<file path="src/rtl/systolic_array_controller_p.sv">
// ============================================================================
// systolic_array_controller_p
// ----------------------------------------------------------------------------
// Sequences one matrix-multiply job on a ROWS x COLS output-stationary PE grid:
// clears the accumulators while idle, generates skewed A/B operand-feed enables
// for a runtime inner dimension k_len, strobes a one-cycle result capture, then
// drains the results one row per beat under a valid/ready handshake.
//
// Ports:
//   clk        in   rising-edge clock
//   rst_n      in   asynchronous active-low reset
//   start      in   job request, sampled in IDLE only
//   k_len      in   inner dimension (1..KMAX), sampled with start
//   abort      in   synchronous job cancel, ignored in IDLE
//   out_ready  in   result sink ready
//   busy       out  high in every state except IDLE
//   done       out  one-cycle pulse at job completion
//   start_err  out  one-cycle pulse after a rejected start
//   clr        out  per-PE accumulator clear, row-major (bit r*COLS+c)
//   a_feed_en  out  per-row A-operand valid
//   b_feed_en  out  per-column B-operand valid
//   read       out  per-PE capture strobe
//   write      out  per-PE output-register enable for the current drain row
//   out_valid  out  drain beat valid
//   out_row    out  row index of the current drain beat
//
// Every output decodes from registered state only (Moore machine); there is
// no combinational path from any input to any output.
// ============================================================================
module systolic_array_controller_p #(
    parameter int ROWS = 5,
    parameter int COLS = 5,
    parameter int KMAX = 16,
    parameter int KW   = 5,
    parameter int CW   = 6,
    // Width of out_row; a single-row grid still needs a 1-bit index.
    parameter int RW   = (ROWS > 1) ? $clog2(ROWS) : 1
) (
    input  logic                 clk,
    input  logic                 rst_n,
    input  logic                 start,
    input  logic [KW-1:0]        k_len,
    input  logic                 abort,
    input  logic                 out_ready,
    output logic                 busy,
    output logic                 done,
    output logic                 start_err,
    output logic [ROWS*COLS-1:0] clr,
    output logic [ROWS-1:0]      a_feed_en,
    output logic [COLS-1:0]      b_feed_en,
    output logic [ROWS*COLS-1:0] read,
    output logic [ROWS*COLS-1:0] write,
    output logic                 out_valid,
    output logic [RW-1:0]        out_row
);

    // One extra bit so that r + k never overflows in the feed-window compare.
    localparam int XW = CW + 1;

    typedef enum logic [2:0] {
        S_IDLE,
        S_COMPUTE,
        S_CAPTURE,
        S_DRAIN,
        S_DONE
    } state_t;

    state_t        r_state;
    state_t        w_state_nxt;
    logic [CW-1:0] r_cnt;
    logic [CW-1:0] w_cnt_nxt;
    logic [RW-1:0] r_row;
    logic [RW-1:0] w_row_nxt;
    logic [KW-1:0] r_k;
    logic [KW-1:0] w_k_nxt;
    logic          r_start_err;
    logic          w_start_err_nxt;

    logic          w_k_valid;
    logic [CW-1:0] w_last_cnt;
    logic          w_last_row;
    logic [XW-1:0] w_cnt_x;
    logic [XW-1:0] w_k_x;

    // ------------------------------------------------------------------------
    // Derived conditions
    // ------------------------------------------------------------------------
    assign w_k_valid  = (k_len != '0) && (k_len <= KW'(KMAX));

    // COMPUTE lasts T = k + ROWS + COLS - 2 cycles; the counter starts at 0,
    // so the final COMPUTE cycle is the one where the counter equals T-1.
    assign w_last_cnt = CW'(r_k) + CW'(ROWS + COLS - 2) - CW'(1);

    assign w_last_row = (r_row == RW'(ROWS - 1));
    assign w_cnt_x    = XW'(r_cnt);
    assign w_k_x      = XW'(r_k);

    // ------------------------------------------------------------------------
    // State register
    // ------------------------------------------------------------------------
    // NOTE: sequential state uses non-blocking assignments so every register
    // samples the pre-edge values of the others; blocking here would create
    // order-dependent simulation and a mismatch with the synthesised flops.
    always_ff @(posedge clk or negedge rst_n) begin
        if (!rst_n) begin
            r_state     <= S_IDLE;
            r_cnt       <= '0;
            r_row       <= '0;
            r_k         <= '0;
            r_start_err <= 1'b0;
        end else begin
            r_state     <= w_state_nxt;
            r_cnt       <= w_cnt_nxt;
            r_row       <= w_row_nxt;
            r_k         <= w_k_nxt;
            r_start_err <= w_start_err_nxt;
        end
    end

    // ------------------------------------------------------------------------
    // Next-state logic
    // ------------------------------------------------------------------------
    // NOTE: every signal written in a combinational block gets a default
    // before the case statement; a path that leaves one unassigned would
    // infer a latch.
    always_comb begin
        w_state_nxt     = r_state;
        w_cnt_nxt       = '0;    // counter idles at 0 outside COMPUTE
        w_row_nxt       = '0;    // row index idles at 0 outside DRAIN
        w_k_nxt         = r_k;
        w_start_err_nxt = 1'b0;

        case (r_state)
            S_IDLE: begin
                if (start) begin
                    if (w_k_valid) begin
                        w_k_nxt     = k_len;
                        w_state_nxt = S_COMPUTE;
                    end else begin
                        w_start_err_nxt = 1'b1;
                    end
                end
            end

            S_COMPUTE: begin
                if (r_cnt == w_last_cnt) begin
                    w_state_nxt = S_CAPTURE;
                end else begin
                    w_cnt_nxt = r_cnt + CW'(1);
                end
            end

            S_CAPTURE: begin
                w_state_nxt = S_DRAIN;
            end

            S_DRAIN: begin
                // out_valid is always high in DRAIN, so out_ready alone
                // completes the handshake.
                w_row_nxt = r_row;
                if (out_ready) begin
                    if (w_last_row) begin
                        w_state_nxt = S_DONE;
                        w_row_nxt   = '0;
                    end else begin
                        w_row_nxt = r_row + RW'(1);
                    end
                end
            end

            S_DONE: begin
                w_state_nxt = S_IDLE;
            end

            default: begin
                w_state_nxt = S_IDLE;
            end
        endcase

        // abort overrides every transition above once a job is in flight.
        if (abort && (r_state != S_IDLE)) begin
            w_state_nxt = S_IDLE;
            w_cnt_nxt   = '0;
            w_row_nxt   = '0;
        end
    end

    // ------------------------------------------------------------------------
    // Output decode (registered state, counter, row and latched k only)
    // ------------------------------------------------------------------------
    always_comb begin
        busy      = (r_state != S_IDLE);
        done      = 1'b0;
        start_err = r_start_err;
        clr       = '0;
        a_feed_en = '0;
        b_feed_en = '0;
        read      = '0;
        write     = '0;
        out_valid = 1'b0;
        out_row   = r_row;

        case (r_state)
            S_IDLE: begin
                clr = '1;
            end

            S_COMPUTE: begin
                // Row r / column c receive operands on counter r..r+k-1 and
                // c..c+k-1: the diagonal skew of an output-stationary array.
                for (int r = 0; r < ROWS; r++) begin
                    a_feed_en[r] = (w_cnt_x >= XW'(r)) &&
                                   (w_cnt_x <  XW'(r) + w_k_x);
                end
                for (int c = 0; c < COLS; c++) begin
                    b_feed_en[c] = (w_cnt_x >= XW'(c)) &&
                                   (w_cnt_x <  XW'(c) + w_k_x);
                end
            end

            S_CAPTURE: begin
                read = '1;
            end

            S_DRAIN: begin
                out_valid = 1'b1;
                for (int r = 0; r < ROWS; r++) begin
                    if (RW'(r) == r_row) begin
                        write[r*COLS +: COLS] = '1;
                    end
                end
            end

            S_DONE: begin
                done = 1'b1;
            end

            default: begin
                clr = '1;
            end
        endcase
    end

endmodule

</file>
<file path="config.mk">
export PLATFORM = sky130hd
export DESIGN_NAME = systolic_array_controller_p
export DESIGN_NICKNAME = d
export VERILOG_FILES = /design/src/rtl/systolic_array_controller_p.sv
export SDC_FILE = /design/constraint.sdc
export NUM_CORES = 1
export LEC_CHECK = 0
export CAP_MARGIN = 15
export CORE_MARGIN = 4
export CORE_UTILIZATION = 40
export CTS_BUF_LIST = sky130_fd_sc_hd__clkbuf_8
export DETAILED_ROUTE_END_ITERATION = 16
export MAX_ROUTING_LAYER = met4
export PLACE_DENSITY = 0.79
export SKIP_LAST_GASP = 1
export SLEW_MARGIN = 20
export SYNTH_ARGS = -nofsm -noshare
export SYNTH_HDL_FRONTEND = slang
export SYNTH_SLANG_ARGS = --single-unit
</file>
<file path="constraint.sdc">
create_clock -name clk -period 2.49 [get_ports clk]
set_clock_uncertainty 0.05 [all_clocks]
set_input_delay 0.747 -clock clk [delete_from_list [all_inputs] [get_ports clk]]
set_output_delay 0.747 -clock clk [all_outputs]
set_load 0.01 [all_outputs]
</file>
==> results of run 1 <==
## path summary, 6_finish.rpt
path	startpoint	to	slack (ns)	cells after the start
worst max register to register	r_k[1]	r_state[0]	0.33	9
min in group asynchronous	rst_n	out_row[2]	0.77	2
max in group asynchronous	rst_n	r_cnt[1]	1.40	2
worst max-delay path	r_k[2]	a_feed_en[3]	-0.41	9
worst min-delay path	r_k[3]	r_k[3]	0.50	1
worst min register to register	r_k[3]	r_k[3]	0.50	1
## registers in the layout (all words and copies together) (netlist names)
signal     flops
r_cnt          6
out_row        3
r_k            5
start_err      1
r_state        3
## kinds of logic after synthesis
kind of cell / synth area share, %
AOI/OAI and AO/OA: 9.16
xor gates and xnor gates: 7.28
adders and majority gates: 22.0
buffers and inverters: 26.7
DFF: 18.8
muxes: 3.19
and+or+nand+nor: 12.8
## stage by stage
stage          instance area (um2)  utilization [%]
6_report                      3510             62.3
5_1_grt                       3510             62.3
4_1_cts                       3430             60.9
3_5_place_dp                  3400             60.3
3_3_place_gp                  3400             60.3
2_1_floorplan                 2490                -
## worst register-to-register path, delay by kind of cell, from the launching register on
kind | cells | cell delay (ns)
AO/OA/AOI/OAI | 2 | 0.46
AND/OR/NAND/NOR | 2 | 0.37
buffers and inverters | 3 | 0.35
flip-flops | 1 | 0.38
XOR/XNOR | 1 | 0.22
adder cells (fa/ha/maj) | 1 | 0.18
## power by group
part           switching [mW]  internal, mW
clock                  0.0992         0.141
sequential             0.0566         0.341
combinational           0.939          1.02
total                    1.10          1.50
## cell usage after synthesis, types with 5 or more instances
cell type / number / area, um2
xnor2_1: 16 / 140
buf_4: 74 / 556
ha_1: 42 / 526
dfrtp_1: 18 / 450
o21ai_0: 8 / 40.0
nand2_1: 7 / 26.3
nand3_1: 10 / 50.1
o21a_1: 5 / 37.5
nor3_1: 6 / 30.0
a21oi_1: 6 / 30.0
inv_1: 15 / 56.3
mux2_2: 5 / 56.3
nor2_1: 14 / 52.6
nand2b_1: 6 / 37.5
## timing repair
item / in CTS / in global routing
buffers inserted: 5 / 4
hold buffers: 0 / 0
pin swaps: 7 / 11
cloned: 0 / 0
gates resized for setup: 146 / 56
setup endpoints to repair: 87 / 38
## final cells by class
| cell class | instances | share of cell area [%] |
|---|---|---|
| Multi-Input combinational cell | 160 | 43.6 |
| Tap cell | 72 | 2.57 |
| Timing Repair Buffer | 158 | 37.3 |
| Inverter | 18 | 2.00 |
| Sequential cell | 18 | 12.9 |
| Clock buffer | 4 | 1.57 |
## routing by layer
| layer | routed length, um | part of all wire [%] | GRT usage (%) |
|---|---|---|---|
| met5 | 0 | 0 | - |
| met4 | 84 | 1.3 | 4.03 |
| met3 | 345 | 5.1 | 3.11 |
| met2 | 3630 | 54 | 32.8 |
| met1 | 2640 | 39 | 19.8 |
==> out/qor.yml, run 1 <==
floorplanning:
  core_mm2: 0.00564
  start_util_pct: 42.4
  chipHeight_um: 85.3
  fp.dieW_um: 85.3
  die-area_mm2: 0.00728
  pin_count: 102
  num_rows: 27
finish:
  final_cells: 430
  antenna_cells: 0
  multiInputGateArea_mm2: 0.00153
  final_cell_mix: "buf_4, dlygate4sd2_1, ha_1, dfrtp_1, clkdlybuf4s15_1"
  finalNetCount: 411
  syn_to_final_growth_pct: 47.0
  drive_gt1_share_pct: 38.0
  mostFrequentLayoutCell: "buf_4"
  regArea_um2: 454
  fillCellCount: 492
setup_path:
  crit_path_top_delay_cell: "dfrtp_2"
  worstPathCellList: "buf_6 -> ha_4 -> a21o_1 -> xnor2_1 -> ha_1 -> o21ai_2 -> nand2b_1 -> a31oi_4 -> buf_2"
  startpoint_type: "flop"
  crit_type: "flop to primary output"
  crit_fanout: 5
  crit_path_max_incr_delay_ns: 0.46
  critPathArrivalTime_ns: 2.10
  critPathBufInv: 2
  crit_required_ns: 1.69
  crit_family: "flip-flops"
  end_kind: "primary output"
power_and_ir_drop:
  power.total_mw: 2.59
  p_leak_nw: 1.82
  peakVddDrop_mv: 0.455
  power_density_mw_per_mm2: 738
clock_tree:
  cts.sinks: 18
  cts_buffers: 3
  root_buffer: "clkbuf_8"
  path_clk_slew_ns: 0.07
  clock_latency_ns: 0.26
  htree_num_levels: 1
  clk_path_buf_depth: 2
  cts_tree: "built"
grt:
  grt_max_degree: 26
  grt_pass1_vias: 2041
  overflow: 0
  antenna_found_initial: 0
  track_usage_pct: 17.8
  grt_first_pass_wirelength_um: 10000
timing:
  hold_ws_ns: 0.498
  setup_viol: 10
  worst_slew_pin_slew_ns: 0.438
  fin_crit_ns: 2.90
  fin_ws_ns: -0.412
  slew-limit-headroom_pct: 70.4
  drv_slew: 0
  max_freq_mhz: 345
  hold_viol: 0
  post-route-period-util_pct: 117
  final.setup.tns_ns: -3.27
  rsz0062_at_grt: "true"
drt:
  drc: 0
  dr.pass1.iters: 4
  drt_iter0_drc: 39
  wl_um: 6700
  vias: 2045
  antenna_left: 0
  vias_per_cell: 4.76
  avgRoutedWirePerCell_um: 15.6
logic_synthesis:
  netlist_area_mm2: 0.00239
  ys_ff_latch: 18
  avgSynthCellArea_um2: 8.79
  syn_inst: 272
  synthArstFlopShare_pct: 100
  synth_edf_count: 0
  synth_nets: 324
  synth-main-ff-cell: "dfrtp_1"
  yosysSeqAreaShare_pct: 18.8
  yosys_warnings: 0
  synth_cell_types: 36
place:
  dpl.cell_count: 417
  portBuffers: 101
  place_worst_setup_slack_ns: -0.591
  globalplace.congestion: 0.981
  dp_hpwl_um: 5200
outcome:
  status: "finished, violations left"
  violations: "setup timing"
flow_run:
  cap_viol_max_count: 0
hold_path:
  min_path_type: "flop to flop"
No activity file was read; power rests on OpenSTA's default activity.
==> run 2: changes to the inputs <==
Settings changed: CAP_MARGIN 15 to 20, CORE_MARGIN 4 to unset.
==> out/qor.yml, run 2 (synthesis results as in run 1) <==
outcome:
  status: "finished, violations left"  # unchanged
  violations: "setup timing"  # unchanged
power_and_ir_drop:
  p_leak_nw: 1.84  # was 1.82 nW
  peakVddDrop_mv: 0.407  # was 0.455 mV
  power_density_mw_per_mm2: 717  # was 738 mW/mm2
setup_path:
  rrSetupSlack_ns: 0.47  # was 0.33 ns
  crit_type: "flop to primary output"  # unchanged
  startpoint_type: "flop"  # unchanged
  end_kind: "primary output"  # unchanged
  critPathArrivalTime_ns: 2.10  # about the same
  crit_required_ns: 1.69  # about the same
  crit_fanout: 3  # was 5
clock_tree:
  clk_path_buf_depth: 2  # unchanged
  root_buffer: "clkbuf_8"  # unchanged
  htree_num_levels: 1  # unchanged
  clock_latency_ns: 0.25  # was 0.26 ns
  postCtsHoldBufs: 0  # unchanged
  cts_tree: "built"  # unchanged
  cts_buffers: 3  # unchanged
  cts.sinks: 18  # unchanged
  path_clk_slew_ns: 0.06  # was 0.07 ns
finish:
  antenna_cells: 0  # unchanged
  finalNetCount: 408  # was 411
  reg.largest.list: "r_cnt (6), r_k (5)"  # unchanged
  largest_reg_flops: 6  # unchanged
  drive_gt1_share_pct: 33.5  # was 38.0%
  mostFrequentLayoutCell: "dlygate4sd2_1"  # was buf_4
  final_cell_mix: "dlygate4sd2_1, buf_4, ha_1, xnor2_1, dfrtp_1"  # was buf_4, dlygate4sd2_1, ha_1, dfrtp_1, clkdlybuf4s15_1
  regMostFlops: "r_cnt"  # unchanged
  syn_to_final_growth_pct: 47.9  # was 47.0%
timing:
  drv_slew: 0  # unchanged
  setup_viol: 10  # unchanged
  max_freq_mhz: 345  # about the same
  rsz0062_at_grt: "true"  # unchanged
  post-route-period-util_pct: 117  # about the same
  hold_ws_ns: 0.525  # was 0.498 ns
  hold_viol: 0  # unchanged
  fin_crit_ns: 2.90  # about the same
  worst_slew_pin_slew_ns: 0.431  # was 0.438 ns
  fin_ws_ns: -0.411  # was -0.412 ns
  slew-limit-headroom_pct: 70.8  # was 70.4%
drt:
  vias_per_cell: 4.73  # was 4.76
  drt_iter0_drc: 45  # was 39
  wl_um: 6200  # was 6700 um
  antenna_left: 0  # unchanged
  dr.pass1.iters: 4  # unchanged
  vias: 2020  # was 2045
  avgRoutedWirePerCell_um: 14.5  # was 15.6 um
  drc: 0  # unchanged
floorplanning:
  die-area_mm2: 0.00629  # was 0.00728 mm2
  start_util_pct: 42.4  # unchanged
  num_rows: 27  # unchanged
  fp.dieW_um: 79.3  # was 85.3 um
  core_mm2: 0.00564  # unchanged
  pin_count: 102  # unchanged
  chipHeight_um: 79.3  # was 85.3 um
grt:
  track_usage_pct: 20.4  # was 17.8%
  grt_first_pass_wirelength_um: 9610  # was 10000 um
  grt_pass1_vias: 1977  # was 2041
  grtUsageMet2_pct: 37.6  # was 32.8%
  overflow: 0  # unchanged
  grt_use_met1_pct: 23.7  # was 19.8%
  grt_max_degree: 26  # unchanged
  grt-busiest-layer: "met2"  # unchanged
  antenna_found_initial: 0  # unchanged
  gr-usage-met3_pct: 2.64  # was 3.11%
place:
  portBuffers: 101  # unchanged
  place_worst_setup_slack_ns: -0.583  # was -0.591 ns
  dp_hpwl_um: 4810  # was 5200 um
  globalplace.congestion: 0.949  # was 0.981
hold_path:
  min_path_type: "flop to flop"  # unchanged
flow_run:
  cap_viol_max_count: 0  # unchanged
[run 2: changes by cell type in the layout (fill, tap and decap cells not counted), sizes merged]
cell / delta
buf: -3
clkdlybuf4s15: -6
clkdlybuf4s50: -1
clkbuf: -10
inv: +1
dlymetal6s2s: +2
dlygate4sd2: +14
[run 2: critical path: stages, from the launching register on]
cell	delay (ns)
dfrtp_1	0.40
buf_6	0.14
buf_6	0.11
ha_4	0.16
xnor2_2	0.13
ha_1	0.29
o21a_1	0.11
o21ai_1	0.11
nand2b_1	0.10
a31oi_4	0.15
buf_2	0.15
[run 2: layout make-up]
cell class / instances / area [um2]
multi-input combinational: 160 / 1550
timing repair buffer: 155 / 1330
sequential: 18 / 454
tap: 72 / 90.1
clock inverter: 1 / 3.75
clock buffer: 3 / 41.3
inverter: 18 / 67.6
fill: 493 / 2110
[run 2: per-stage QoR]
stage	power (mW)	TNS [ns]	utilization (%)	instances	cell area [um2]
after global placement	2.16	-5.42	60.4	418	3410
final	2.53	-3.02	62.7	427	3530
after global routing	2.73	-4.46	62.7	427	3530
after floorplan	1.56	-0.286	-	272	2490
after CTS	2.47	-3.42	61.7	427	3480
after detailed placement	2.23	-6.63	60.4	418	3410
[run 2: power by group]
group / leakage, nW / total (mW) / switching [mW] / internal [mW]
clock network: 0.0269 / 0.199 / 0.0896 / 0.109
logic: 1.58 / 1.93 / 0.923 / 1.01
registers: 0.234 / 0.403 / 0.0625 / 0.341
total: 1.84 / 2.53 / 1.08 / 1.46
[run 2: final timing paths]
check	from	end	cells after the start
setup / recovery	r_k[1]	b_feed_en[1]	10
hold / removal	r_cnt[0]	r_cnt[0]	2
setup reg to reg	r_k[1]	r_state[0]	9
hold reg to reg	r_cnt[0]	r_cnt[0]	2
max in group asynchronous	rst_n	r_k[2]	2
min in group asynchronous	rst_n	r_cnt[3]	2
[run 2: timing repair]
| item | CTS | global route |
|---|---|---|
| resized for setup | 157 | 20 |
| endpoints found under the setup margin | 87 | 57 |
| pin swaps | 10 | 12 |
| setup buffers | 5 | 1 |
[run 2: per-layer routing]
metal  share of wire (%)  wire, um
met4                 1.4        86
met2                  54      3340
met1                  41      2540
met3                 3.9       242
met5                   0         0
==> run 3: changes to the inputs <==
Settings changed: ABC_CLOCK_PERIOD_IN_PS set to 2490.
==> results of run 3 <==
The final DEF is identical to that of run 2; final timing and power are the same.
